--- src/rtl/serdes_pkg.sv ---
// ---------------------------------------------------------------------------
// serdes_pkg
// Shared definitions for the serializer/deserializer family.
//   serdes_state_t        : two-state control FSM encoding (IDLE, SHIFT)
//   SERDES_DEFAULT_WIDTH  : default word width used by the serializer
//   SERDES_LSB_FIRST/MSB  : bit-order encodings for the MSB_FIRST parameter
// ---------------------------------------------------------------------------
package serdes_pkg;

    typedef enum logic {
        IDLE  = 1'b0,
        SHIFT = 1'b1
    } serdes_state_t;

    localparam int SERDES_DEFAULT_WIDTH = 4;

    localparam bit SERDES_LSB_FIRST = 1'b0;
    localparam bit SERDES_MSB_FIRST = 1'b1;

endpackage

--- src/rtl/piso_serializer.sv ---
// ---------------------------------------------------------------------------
// piso_serializer
// Parallel-in / serial-out stage. Accepts a WIDTH-bit word on a valid/ready
// handshake and emits it one bit per clock on out_bit, MSB first by default.
// Back-to-back words stream with no idle bubble: the next word is accepted
// in the last-bit cycle of the current one.
//
// Ports:
//   clk        clock, all state changes on the rising edge
//   rst_n      asynchronous active-low reset
//   in_data    word to serialize, sampled only on acceptance
//   in_valid   upstream has a word
//   in_ready   block can accept a word this cycle (combinational)
//   out_bit    serial data (registered)
//   out_frame  high while out_bit carries a data bit (registered)
//   out_last   high while out_bit carries the final bit of a word (registered)
// ---------------------------------------------------------------------------
module piso_serializer
    import serdes_pkg::*;
#(
    parameter int WIDTH      = SERDES_DEFAULT_WIDTH,
    parameter bit MSB_FIRST  = SERDES_MSB_FIRST,
    parameter bit IDLE_LEVEL = 1'b0
) (
    input  logic             clk,
    input  logic             rst_n,
    input  logic [WIDTH-1:0] in_data,
    input  logic             in_valid,
    output logic             in_ready,
    output logic             out_bit,
    output logic             out_frame,
    output logic             out_last
);

    localparam int            CW          = $clog2(WIDTH);
    localparam logic [CW-1:0] LAST_CNT    = CW'(WIDTH - 1);
    localparam logic [CW-1:0] PRELAST_CNT = CW'(WIDTH - 2);

    serdes_state_t    state;
    logic [CW-1:0]    cnt;
    logic [WIDTH-1:0] shreg;

    logic             accept;
    logic             first_bit;
    logic [WIDTH-1:0] load_rest;
    logic             next_bit;
    logic [WIDTH-1:0] shifted;

    // Ready in IDLE, or in the last-bit cycle of a word so the next word can
    // follow without a bubble. Deliberately independent of in_valid.
    assign in_ready = (state == IDLE) || (cnt == LAST_CNT);
    assign accept   = in_valid && in_ready;

    // The first bit goes straight to out_bit at acceptance, so the shift
    // register only keeps the remaining bits, already shifted once.
    assign first_bit = MSB_FIRST ? in_data[WIDTH-1] : in_data[0];
    assign load_rest = MSB_FIRST ? (in_data << 1) : (in_data >> 1);
    assign next_bit  = MSB_FIRST ? shreg[WIDTH-1] : shreg[0];
    assign shifted   = MSB_FIRST ? (shreg << 1) : (shreg >> 1);

    // Control FSM plus datapath. Acceptance is only possible in IDLE or at
    // the last bit, so it takes priority and covers both the start of a
    // word and the zero-bubble reload.
    always_ff @(posedge clk or negedge rst_n) begin
        if (!rst_n) begin
            state     <= IDLE;
            cnt       <= '0;
            shreg     <= '0;
            out_bit   <= IDLE_LEVEL;
            out_frame <= 1'b0;
            out_last  <= 1'b0;
        end else if (accept) begin
            state     <= SHIFT;
            cnt       <= '0;
            shreg     <= load_rest;
            out_bit   <= first_bit;
            out_frame <= 1'b1;
            out_last  <= 1'b0;
        end else begin
            case (state)
                IDLE: begin
                    state <= IDLE;
                end
                SHIFT: begin
                    if (cnt != LAST_CNT) begin
                        cnt      <= cnt + CW'(1);
                        shreg    <= shifted;
                        out_bit  <= next_bit;
                        out_last <= (cnt == PRELAST_CNT);
                    end else begin
                        state     <= IDLE;
                        cnt       <= '0;
                        shreg     <= '0;
                        out_bit   <= IDLE_LEVEL;
                        out_frame <= 1'b0;
                        out_last  <= 1'b0;
                    end
                end
                default: begin
                    state     <= IDLE;
                    cnt       <= '0;
                    shreg     <= '0;
                    out_bit   <= IDLE_LEVEL;
                    out_frame <= 1'b0;
                    out_last  <= 1'b0;
                end
            endcase
        end
    end

endmodule

--- config.mk ---
export PLATFORM = sky130hd
export DESIGN_NAME = piso_serializer
export DESIGN_NICKNAME = d
export VERILOG_FILES = /design/src/rtl/serdes_pkg.sv /design/src/rtl/piso_serializer.sv
export SDC_FILE = /design/constraint.sdc
export NUM_CORES = 1
export LEC_CHECK = 0
export CAP_MARGIN = 20
export CORE_AREA = 4 4 41 43
export CTS_CLUSTER_DIAMETER = 200
export CTS_CLUSTER_SIZE = 10
export DETAILED_ROUTE_END_ITERATION = 16
export DIE_AREA = 0 0 45 47
export PLACE_DENSITY_LB_ADDON = 0.08
export SLEW_MARGIN = 20
export SYNTH_ARGS = -nofsm -noshare
export SYNTH_HDL_FRONTEND = slang
export SYNTH_SLANG_ARGS = --single-unit
--- constraint.sdc ---
create_clock -name clk -period 2.3 [get_ports clk]
set_input_delay 0.23 -clock clk [delete_from_list [all_inputs] [get_ports clk]]
set_output_delay 0.23 -clock clk [all_outputs]
set_load 0.01 [all_outputs]
* After elaboration in Yosys (flattened, before gate mapping) *
Cells that the tools add are included.

cells by class
  equal/unequal tests = 4
  $add $sub $neg = 1
  reduce and logical (&&, ||, !) cells = 4
  bitwise gates (word level) = 1
  multiplexer cells = 18

operators by type and width
  kind                                         number
  two-way mux 4 bit                            3
  two-way mux 1 bit                            11
  two-way mux 2 bit                            3
  == test 2 bit, second input constant         2
  != test 2 bit, second input constant         2
  adder 2 x 1 -> 2 bit, second input constant  1
  case mux 1 bit (2 select lines)              1
  AND reduction 2 bit                          1
  nonzero test 2 bit                           1
  logical AND 1 bit                            1
  logical OR 1 bit                             1
  inverter 1 bit                               1

storage, ports and cells
  output and inout bits = 4
  register bits after elaboration = 10

* Logic depth before layout (Yosys ltp) *
Gate-level depths: netlist of run 1.

  word-level depth = 5
  gate-level depth with buffers = 5
  mapped depth without buffers = 5

* Least setup slack after synthesis of run 1 *
Ideal clock, no wire load.

  path kind = register -> register
  start = register cnt[0]
  end = register shreg[1]
  setup slack = 1.018 ns
  buffers on the path = 0
  arrival = 1.161 ns
  period minus slack after synthesis = 1.282 ns
  stages on the path, launching flop included = 5
  cell sequence = dfrtp_1 ha_1 and2b_4 inv_4 a32o_1

on the way
  longest elaborated chain between the ends = 4

RTL lines
  what                                                     line                   text
  from (decl)                                              piso_serializer.sv:40  logic [CW-1:0] cnt;
  from (signal assigned)                                   piso_serializer.sv:86  cnt <= cnt + CW'(1);
  == test 2 bit *                                          piso_serializer.sv:51  assign in_ready = (state == IDLE) || (cnt == LAST_CNT);
  logical OR 1 bit *                                       piso_serializer.sv:51
  via in_ready                                             piso_serializer.sv:29  output logic in_ready,
  logical AND 1 bit *                                      piso_serializer.sv:52  assign accept = in_valid && in_ready;
  two-way mux 4 bit or nonzero test 2 bit (tied branches)  --
  to (signal assigned)                                     piso_serializer.sv:75  shreg <= load_rest;
  to (signal assigned)                                     piso_serializer.sv:87  shreg <= shifted;
  to (decl)                                                piso_serializer.sv:41  logic [WIDTH-1:0] shreg;

The timed path passes the listed nets; every way through them passes the cells marked *. The select of a mux whose other input is x is not followed.
A chain may end at the register's enable or synchronous reset.

* Worst setup path after layout of run 1 *
  start = register cnt[0]
  end = output in_ready

on the way
  longest elaborated chain between the ends = 2

RTL lines
  what              line
  == test 2 bit     piso_serializer.sv:51
  logical OR 1 bit  piso_serializer.sv:51
  to (decl)         piso_serializer.sv:29

No other way between the ends.

==> results of run 1 <==
==> metrics by stage <==
stage / total power [mW] / area [um^2] / hold WS (ns)
after floorplan: 0.485 / 407 / -0.0656
after global placement: 0.613 / 522 / 0.493
after detailed placement: 0.623 / 522 / 0.494
after CTS: 0.748 / 548 / 0.283
after global routing: 0.790 / 548 / 0.312
final: 0.739 / 548 / 0.271
==> registers in the layout (all words and copies together) (netlist names) <==
signal,cells
out_frame,1
state,1
cnt,2
shreg,3
out_last,1
out_bit,1
==> worst paths after layout <==
kind                        start  endpoint  slack [ns]  depth (start not counted)
max                        cnt[0]  in_ready        0.36                          4
min in group clk           cnt[0]    cnt[0]        0.51                          1
max reg2reg                cnt[0]  shreg[1]        0.96                          4
min                         rst_n   out_bit        0.27                          1
max in group asynchronous   rst_n    cnt[1]        1.73                          1
min reg2reg                cnt[0]    cnt[0]        0.51                          1
==> area by class of cell <==
type / instances / area [um^2]
fillers: 138 / 753
repair buffers: 10 / 100
multi-input cells: 26 / 164
flip-flops and latches: 9 / 225
well taps: 15 / 18.8
inverters: 3 / 13.8
clock buffers: 4 / 26.3
==> kinds of logic (layout without fill, tap and decap cells) <==
group	Yosys count	count (layout)	share of synthesized area, %
compound gates	8	8	13.2
fa+ha+maj	2	2	6.15
buf+inv	4	17	4.31
flops	9	9	55.4
mux	2	2	4.92
simple gates	14	14	16.0
==> layout by cell type (no fill, tap or decap) <==
cell,netlist,layout
clkdlybuf4s50_1,0,10
dfrtp_1,9,9
nand2_1,6,6
nor2_1,3,3
nand3_1,3,3
a22oi_1,3,3
clkbuf_4,0,3
inv_1,2,2
mux2i_1,2,2
ha_1,2,2
and2b_4,1,1
inv_4,1,1
nand2b_1,1,1
o21ai_0,1,1
o21ai_1,1,1
a32o_1,1,1
o22ai_1,1,1
a21oi_1,1,1
clkbuf_1,1,1
==> per-layer routing <==
| layer | up-vias | global-route usage, % | share of wire [%] |
|---|---|---|---|
| met3 | 2 | 2.68 | 8.6 |
| met5 | - | 0 | 0 |
| li1 | 162 | - | - |
| met1 | 148 | 9.86 | 44 |
| met2 | 12 | 13.6 | 47 |
| met4 | 0 | 5.26 | 0.86 |
==> power by group <==
part / internal, mW / leakage, nW / switching [mW]
Clock: 0.0669 / 0.0150 / 0.0559
Combinational: 0.174 / 0.135 / 0.163
Sequential: 0.227 / 0.111 / 0.0529
Total: 0.468 / 0.261 / 0.271
==> results, run 1 <==
- The flow ran to the end, and the final reports show no timing, DRC or antenna violations.
- The overall routing resource usage is 8.47%.
- Counting instances in the post-synthesis netlist gives the leading cell types as 9 x dfrtp_1, 6 x nand2_1, 3 x a22oi_1, 3 x nand3_1, 3 x nor2_1.
- The critical path's largest stage delay is 0.48 ns.
- The depth of the CTS H-tree is 1.
- A synthesized cell averages 10.4 um^2.
- Dividing the detail-routed wire length by the instance count gives 12.2 um.
- Summed over all failing endpoints, the final setup total negative slack is 0 ns.
- The total area inside the core boundary comes to 0.00130 mm^2.
- The maximum fanout along the worst path is 9.
- After the first detailed-routing iteration, the DRC count stood at 7.
- The count of pins over their slew limit is 0.
- Counting flops with an async set or reset pin after synthesis yields a share of 100%.
- The most common cell in the synthesized netlist is dfrtp_1.
- For this block, the routed nets add up to 816 um of wire.
- In the post-synthesis netlist, the biggest area contributors are dfrtp_1 55%, ha_1 6.2%, a22oi_1 5.5%.
- The chip width is 45 um.
- Global routing finished with a remaining overflow of 0.
- The cell with the largest stage delay on the worst path is clkdlybuf4s50_1.
- The floorplan step defined a die boundary enclosing 0.00212 mm^2.
- In this design, the largest share of critical-path delay is due to buffers and inverters.
- The final core utilization is 42.1%.
- The normalized max-slew margin is 71.7%.
- The number of placed cells counting well taps is 63.
- The portion of the post-synthesis area used by sequential elements is 55.4%.
- The share of the clock period used by the worst path after layout is 84.2%.
- The number of antenna violations at the first check in global routing came to 0.
- The number of nets handed over by synthesis was 48.
- The number of clock buffers added by TritonCTS is 3.
- Setup violations remaining at the end of the flow were counted as 0.
- The residual antenna-violating net count after detailed routing is 0.
- The buffer type at the clock tree root is clkbuf_4.
- The cell count after synthesis came out at 39.
- The count of non-filler cells in the finished layout is 67.
- The max-capacitance violation count is 0.
- Timing analysis after detailed placement gives a worst setup slack of 0.647 ns.
- At the pin with the least slew margin, the transition time is 0.424 ns.
- Routability-driven placement finished with a final weighted congestion of 0.724.
- The setup path with the least slack is of type flop to output port.
- The clock arrives with 0.00428 ns of skew.
- The synthesized design devotes to its leading area cell type 55.4% of total area.
- Setup repair after global routing left no endpoint under its margin.
- The number of global-route vias before repair is 311.
- The path class of the lowest-slack min-delay path is input port to asynchronous set/reset pin.
- The post-route netlist has 9.62% of its cells at a drive strength greater than 1.
- The buffering stage count on the worst path with inverters included is 2.
- For this design the ratio of total power to cell area is 1350 mW/mm^2.
- The first TritonRoute pass finished after 4 iterations.
- The tree built by TritonCTS fans out to 9 sinks.
- After clock tree synthesis, the repair step resized 0 gates.
- The synthesized design spends more area on one cell type than any other, namely dfrtp_1.
- The category of the worst setup path capture point is an output port.
- The count of different cell masters after synthesis is 17.
- The number of nets in the layout is 62.
- The remaining design rule violation count is 0.
- The TritonCTS clock tree is yes.
- Entering global routing, the biggest net connects 10 pins.
- The HPWL after detailed placement is 603 um.
- The height of the chip is 47 um.
- In the synthesized netlist the dominant register cell turns out to be dfrtp_1.
- Based on the critical path, the design can be clocked at up to 0.516 GHz.
- Subtracting the final worst setup slack from the clock period gives 1.94 ns.
- Row generation in the floorplan step produced 13 rows.
- In this run the static leakage power is 0.261 nW.
- The antenna diode instance count is 0.
- The routed layout has 324 vias.
- The kind of start point of the critical path is a flop.
- The number of storage elements in the synthesis netlist is 9.
- In this run the cell area of the synthesized design comes to 407 um^2.
- The latest clock arrival within the worst-skew pair is 0.26 ns.
- The total of buffers placed on input and output ports is 10.
- VDD sags by at most 0.489 mV.
- The quantity of hold-fixing buffers added after cts is 0.
- From synthesis to final layout, the design area changed by 34.8%.
- The required time of the critical path is 2.07 ns.
- The number of synthesized flops with an enable pin is 0.
- Counting along the longest clock path gives a buffer depth of 2.
- After clock tree synthesis, the clock-pin slew on the worst setup and hold paths is 0.06 ns.
- The initial utilization of the core area, before any placement, comes to 31.3%.
- The wire length of the first global-routing pass is 1.24 mm.
- Once the clock tree was built, the setup fixing pass inserted 0 buffers.
- The worst path arrival time is 1.71 ns.
- 11 I/O pins were placed.
- Once routing completed, OpenROAD measured the worst setup slack at 0.363 ns.
- The number of synthesis warnings is 0.
- The number of hold violations in the final report was 0.
- Traced cell by cell, the critical path runs through ha_1, and2b_4, inv_4, clkdlybuf4s50_1.
- The average via count per standard cell is 4.84.
Note: power is estimated with default switching activity, not from simulation.
==> run 2: changes to the inputs <==
- clock period: 2.3 -> 1.9 ns (I/O delays scaled with it)
==> results, run 2 (synthesis results as in run 1) <==
- The max-capacitance violation count is 0.
- The count of pins over their slew limit is 0.
- The growth of design area from synthesis to finish is 34.5%.
- The placed instances occupy a cell area of 522 um^2.
- Gates resized during post-CTS repair numbered 1.
- The floorplan row count is 13.
- The total overflow reported by the global router is 0.
- The total core area is 0.00130 mm^2.
- Along the worst path, the maximum fanout reaches 9.
- The largest net degree at the start of global routing is 10.
- The worst register-to-register path ends at shreg[1].
- For the final database, setup skew stands at 0.000249 ns.
- The share of the clock period used by the worst path after layout is 89.3%.
- The total of buffers placed on input and output ports is 10.
- The post-route netlist has 9.62% of its cells at a drive strength greater than 1.
- The leakage power figure is 0.264 nW.
- The die is 45 um wide.
- The peak clock frequency supported by timing is 0.589 GHz.
- The number of flip-flops in the largest register is 3.
- The maximum clock insertion buffer count is 2.
- The flow ran to the end, and the final reports show no timing, DRC or antenna violations.
- The final estimated routing congestion in global placement is 0.724.
- At the pin with the least slew margin, the transition time is 0.399 ns.
- For this block, the routed nets add up to 788 um of wire.
- The final core utilization is 42.0%.
- The total power is 880 uW.
- For the finished layout, the period the worst path requires is 1.70 ns.
- The normalized max-slew margin is 73.3%.
- The wire length of the first global-routing pass is 1.19 mm.
- TritonCTS built the clock tree.
- The worst setup path is launched from a flop.
- The number of antenna violations at the first check in global routing is 0.
- Once the floorplan was initialized, standard cells occupied 31.3% of the core.
- The number of failing setup endpoints in the final timing report is 0.
- The height of the chip is 47 um.
- Global routing used 8.29% of the available tracks across all layers.
- The type of the setup path with the least slack is flop to output port.
- Detailed routing inserted a total of 330 vias.
- The die covers 0.00212 mm^2.
- The largest registers in the layout are shreg: 3 flops, cnt: 2 flops.
- The power per unit of standard cell area is 1610 mW/mm^2.
- In the layout the commonest cells are 9 x dfrtp_1, 9 x clkdlybuf4s50_1, 6 x nand2_1.
- The origin of the critical flop-to-flop path is cnt[0].
- In the routed layout, each cell is associated on average with a via count of 4.93.
- The number of global-route vias before repair is 291.
- The quantity of hold-fixing buffers added after cts is 0.
- The finished layout cell area is 547 um^2.
- The residual antenna-violating net count after detailed routing is 0.
- The register with the most flip-flops in the final layout is shreg.
- The length in cells of the worst reg-to-reg path is 4.
- The path class of the lowest-slack min-delay path is input port to asynchronous set/reset pin.
- The number of hold violations in the final report was 0.
- In this run, the number of DRC markers left after iteration 0 of detailed routing was 3.
- The setup TNS is 0 ns.
- The worst register-to-register path has a setup slack of 0.56 ns.
- The category of the worst setup path capture point is an output port.
- The post-CTS repair timing setup buffer count is 0.
- The total number of clock tree sinks is 9.
- The buffer type at the clock tree root is clkbuf_4.
- After detailed routing, the number of remaining DRC violations is 0.
- The routed wirelength normalized by instance count is 11.8 um.
- For this run, the detailed router's first-pass iteration total came to 4.
- The worst path arrival time is 1.51 ns.
- In this run the count of I/O pins placed on the die edge is 11.
- The number of nets in the layout is 62.
- The number of buffers created by CTS is 3.
- The required time of the critical path is 1.71 ns.
- The latest clock arrival within the worst-skew pair is 0.26 ns.
- The clock-pin slew of the registers on the worst-case setup and hold paths is 0.06 ns.
- In this run the number of H-tree levels came out at 1.
- Setup repair after global routing left no endpoint under its margin.
- The worst-case IR drop observed on VDD is 0.503 mV.
- The number of antenna diodes in the final layout is 0.
- The wire-length estimate of the detail-placed layout is 613 um.
-- run 2: changes by cell type in the layout (fill, tap and decap cells not counted), sizes merged --
cell,previous run,this run
dlygate4sd2,0,1
clkdlybuf4s50,10,9
-- run 2: how the worst max path moves through the flow --
stage | from | to | slack, ns | cells after the start
detailed placement | cnt[0] | in_ready | 0.29 | 4
finish | cnt[0] | in_ready | 0.20 | 4
global route | cnt[0] | in_ready | 0.14 | 4
global placement | cnt[0] | in_ready | 0.29 | 4
CTS | cnt[0] | in_ready | 0.19 | 4
floorplan | cnt[0] | shreg[1] | 0.62 | 4
-- run 2: layout make-up --
type / instances / area (um^2)
multi-input combinational: 26 / 164
tap: 15 / 18.8
sequential: 9 / 225
clock buffer: 4 / 26.3
timing repair buffer: 10 / 98.8
fill: 128 / 754
inverter: 3 / 13.8
-- run 2: layer usage --
metal  part of all wire, %  routed length (um)  global-route usage (%)  up-vias
met5                     0                   0                       0        -
met4                  0.63                   5                    7.02        0
met3                   8.4                  66                    2.68        2
met2                    47                 369                    12.7       11
met1                    44                 347                    9.35      156
li1                      -                   -                       -      161
-- run 2: through the flow --
| stage | hold WS (ns) | setup WS (ns) | instances |
|---|---|---|---|
| floorplan | -0.106 | 0.618 | 39 |
| global placement | 0.493 | 0.291 | 63 |
| detailed placement | 0.494 | 0.289 | 63 |
| CTS | 0.238 | 0.195 | 67 |
| global route | 0.257 | 0.141 | 67 |
| finish | 0.223 | 0.203 | 67 |
-- run 2: worst max-delay path, stage by stage, from the launching register on --
cell	delay, ns
dfrtp_1	0.40
ha_1	0.21
and2b_4	0.29
inv_4	0.06
dlygate4sd2_1	0.28
-- run 2: power breakdown --
group / internal (mW) / switching, mW
Clock: 0.0810 / 0.0669
Combinational: 0.201 / 0.196
Sequential: 0.275 / 0.0608
Total: 0.557 / 0.324
==> run 3: changes to the inputs <==
--- a/constraint.sdc
+++ b/constraint.sdc
@@ -3,2 +3,2 @@
 set_output_delay 0.19 -clock clk [all_outputs]
-set_load 0.01 [all_outputs]
+set_load 0.005 [all_outputs]
==> results, run 3 (synthesis results as in run 1) <==
- After clock tree synthesis, the clock-pin slew on the worst setup and hold paths is 0.06 ns.
- In this run the worst path has a maximum fanout of 9.
- The setup TNS is 0 ns.
- OpenSTA, run right after detailed placement, puts the worst setup slack at 0.322 ns.
- The number of global-route vias before repair is 291.
- Summed over all cells, the static leakage comes to 0.278 nW.
- The normalized max-slew margin is 73.3%.
- The antenna diode instance count is 0.
- Fill cells in the final layout number 131.
- The worst-case IR drop observed on VDD is 0.499 mV.
- The met3 track utilization from global routing is 2.68%.
- The height of the chip is 47 um.
- Summing all non-filler instances in the final layout gives an area of 558 um^2.
- The final core utilization is 42.9%.
- The run finished with clean final reports.
- The layout cell share with drive strength beyond 1 is 11.3%.
- The count of non-filler cells in the finished layout is 68.
- In this run the tool buffered the top-level ports with 10 buffer cells.
- The first detailed-routing pass took 4 iterations.
- In this run the number of H-tree levels came out at 1.
- The origin of the critical flop-to-flop path is cnt[0].
- Derived from the worst setup path, the maximum achievable clock frequency is 0.641 GHz.
- The count of pins over their slew limit is 0.
- The maximum clock insertion buffer count is 2.
- The count of boundary I/O pins is 11.
- On the final layout, the worst clock skew is 0.000837 ns.
- The remaining design rule violation count is 0.
- The final estimated routing congestion in global placement is 0.724.
- The number of antenna violations at the first check in global routing is 0.
- The total overflow reported by the global router is 0.
- The count of nets left with antenna violations once routing finished came out at 0.
- The DRC marker count from the first detailed-route iteration is 3.
- Traced cell by cell, the critical path runs through ha_1, and2b_4, inv_4, dlymetal6s2s_1.
- STA puts the critical path data arrival time at 1.37 ns.
- Total power for the finished layout comes to 880 uW.
- The die footprint is 0.00212 mm^2.
- The first global-routing pass estimated 1.19 mm of wire.
- The final layout contains 63 nets.
- The register with the most flip-flops in the layout has 3 of them.
- The multi-input combinational cells in the finished layout cover a total of 164 um^2.
- The number of placed cells counting well taps is 63.
- The clock reaches the later pin of the worst-skew pair after 0.26 ns.
- The average via count per standard cell is 4.94.
- The number of hold violations in the final report came to 0.
- Detailed placement ended at an HPWL of 613 um.
- The starting density of the core is 31.3%.
- The path class of the tightest hold or removal check is input port to asynchronous set/reset pin.
- On the critical path, the stage with the largest delay is an instance of dfrtp_1.
- The number of buffers created by CTS is 3.
- Across the run, the number of max-cap violations was 0.
- Clock tree synthesis found a total of 9 sinks.
- Across all register-to-register paths, the minimum setup slack is 0.57 ns.
- The detailed router placed 336 vias in this run.
- Compared with the post-synthesis result, the final layout area differs by 37.2%.
- The library cells used most frequently in the layout, excluding fill and tap cells, are 9 x dfrtp_1, 9 x clkdlybuf4s50_1, 6 x nand2_1.
- For the worst flop-to-flop path, the logic depth is 4.
- The number of hold buffers added after CTS was 0.
- The footprint of the flip-flops and latches is 225 um^2.
- The kind of start point of the critical path is a flop.
- Setup violations remaining at the end of the flow were counted as 0.
- The post-route worst setup slack is 0.340 ns.
- The met1 demand-to-capacity share in global routing is 9.35%.
- Of the available clock period, the critical path in the final layout requires 82.1%.
- The global routing's busiest layer is met2.
- The largest net degree at the start of global routing is 10.
- The critical path's largest stage delay is 0.40 ns.
- The largest registers in the layout are shreg: 3 flops, cnt: 2 flops.
- STA classifies the critical path endpoint as an output port.
- The placed instances occupy a cell area of 522 um^2.
- The total detailed-routing wirelength is 787 um.
- In this run the power density over the cells is 1580 mW/mm^2.
- The tree is rooted in a clkbuf_4.
- In the final routed layout, each cell accounts on average for 11.6 um.
- At the worst endpoint, the required time is 1.71 ns.
- At the pin with the least slew margin, the transition time is 0.399 ns.
- The minimum hold slack is 0.223 ns.
- After floorplanning, the core was sized to cover 0.00130 mm^2.
- The met2 demand-to-capacity share in global routing is 12.7%.
- Setup repair after global routing left no endpoint under its margin.
- Ranked by flip-flop count, first place goes to shreg.
- TritonCTS built the clock tree.
- The worst register-to-register path ends at shreg[1].
- The overall routing resource usage is 8.29%.
- The critical path is of the flop to output port type.
- For the finished layout, the period the worst path requires is 1.56 ns.
- The floorplan row count is 13.
- In this run the horizontal extent of the chip is 45 um.
[run 3: cell types whose count changed in the layout (fill, tap and decap cells not counted), sizes merged]
cell and delta:
buf +1, dlygate4sd2 -1, dlymetal6s2s +1
[run 3: layer usage]
layer	vias to the layer above	share of wire, %
li1	162	-
met1	161	43
met2	11	48
met3	2	8.1
met4	0	0.64
met5	-	0
[run 3: layout make-up]
cell class              count  area share [%]
well taps                  15            3.36
clock buffers               4            4.71
flip-flops and latches      9            40.4
multi-input cells          26            29.4
inverters                   3            2.47
repair buffers             11            19.7
[run 3: worst max-delay path, delay by kind of cell, from the launching register on]
| kind | cells | cell delay [ns] |
|---|---|---|
| flip-flops | 1 | 0.40 |
| adder cells (fa/ha/maj) | 1 | 0.21 |
| buffers and inverters | 2 | 0.21 |
| AND/OR/NAND/NOR | 1 | 0.29 |
[run 3: timing repair]
| item | in CTS | in global routing |
|---|---|---|
| setup endpoints to repair | 0 | 1 |
| resized for setup | 0 | 1 |
| buffers inserted | 0 | 1 |
[run 3: how the worst max path moves through the flow]
stage | end | depth (start not counted) | startpoint
floorplan | shreg[1] | 4 | cnt[0]
global placement | in_ready | 4 | cnt[0]
detailed placement | in_ready | 4 | cnt[0]
CTS | in_ready | 4 | cnt[0]
global route | in_ready | 4 | cnt[0]
finish | in_ready | 4 | cnt[0]
[run 3: report_power, final]
part           total [mW]  switching [mW]  internal, mW
clock network       0.147          0.0663        0.0809
registers           0.335          0.0606         0.275
logic               0.397           0.180         0.218
total               0.880           0.307         0.573
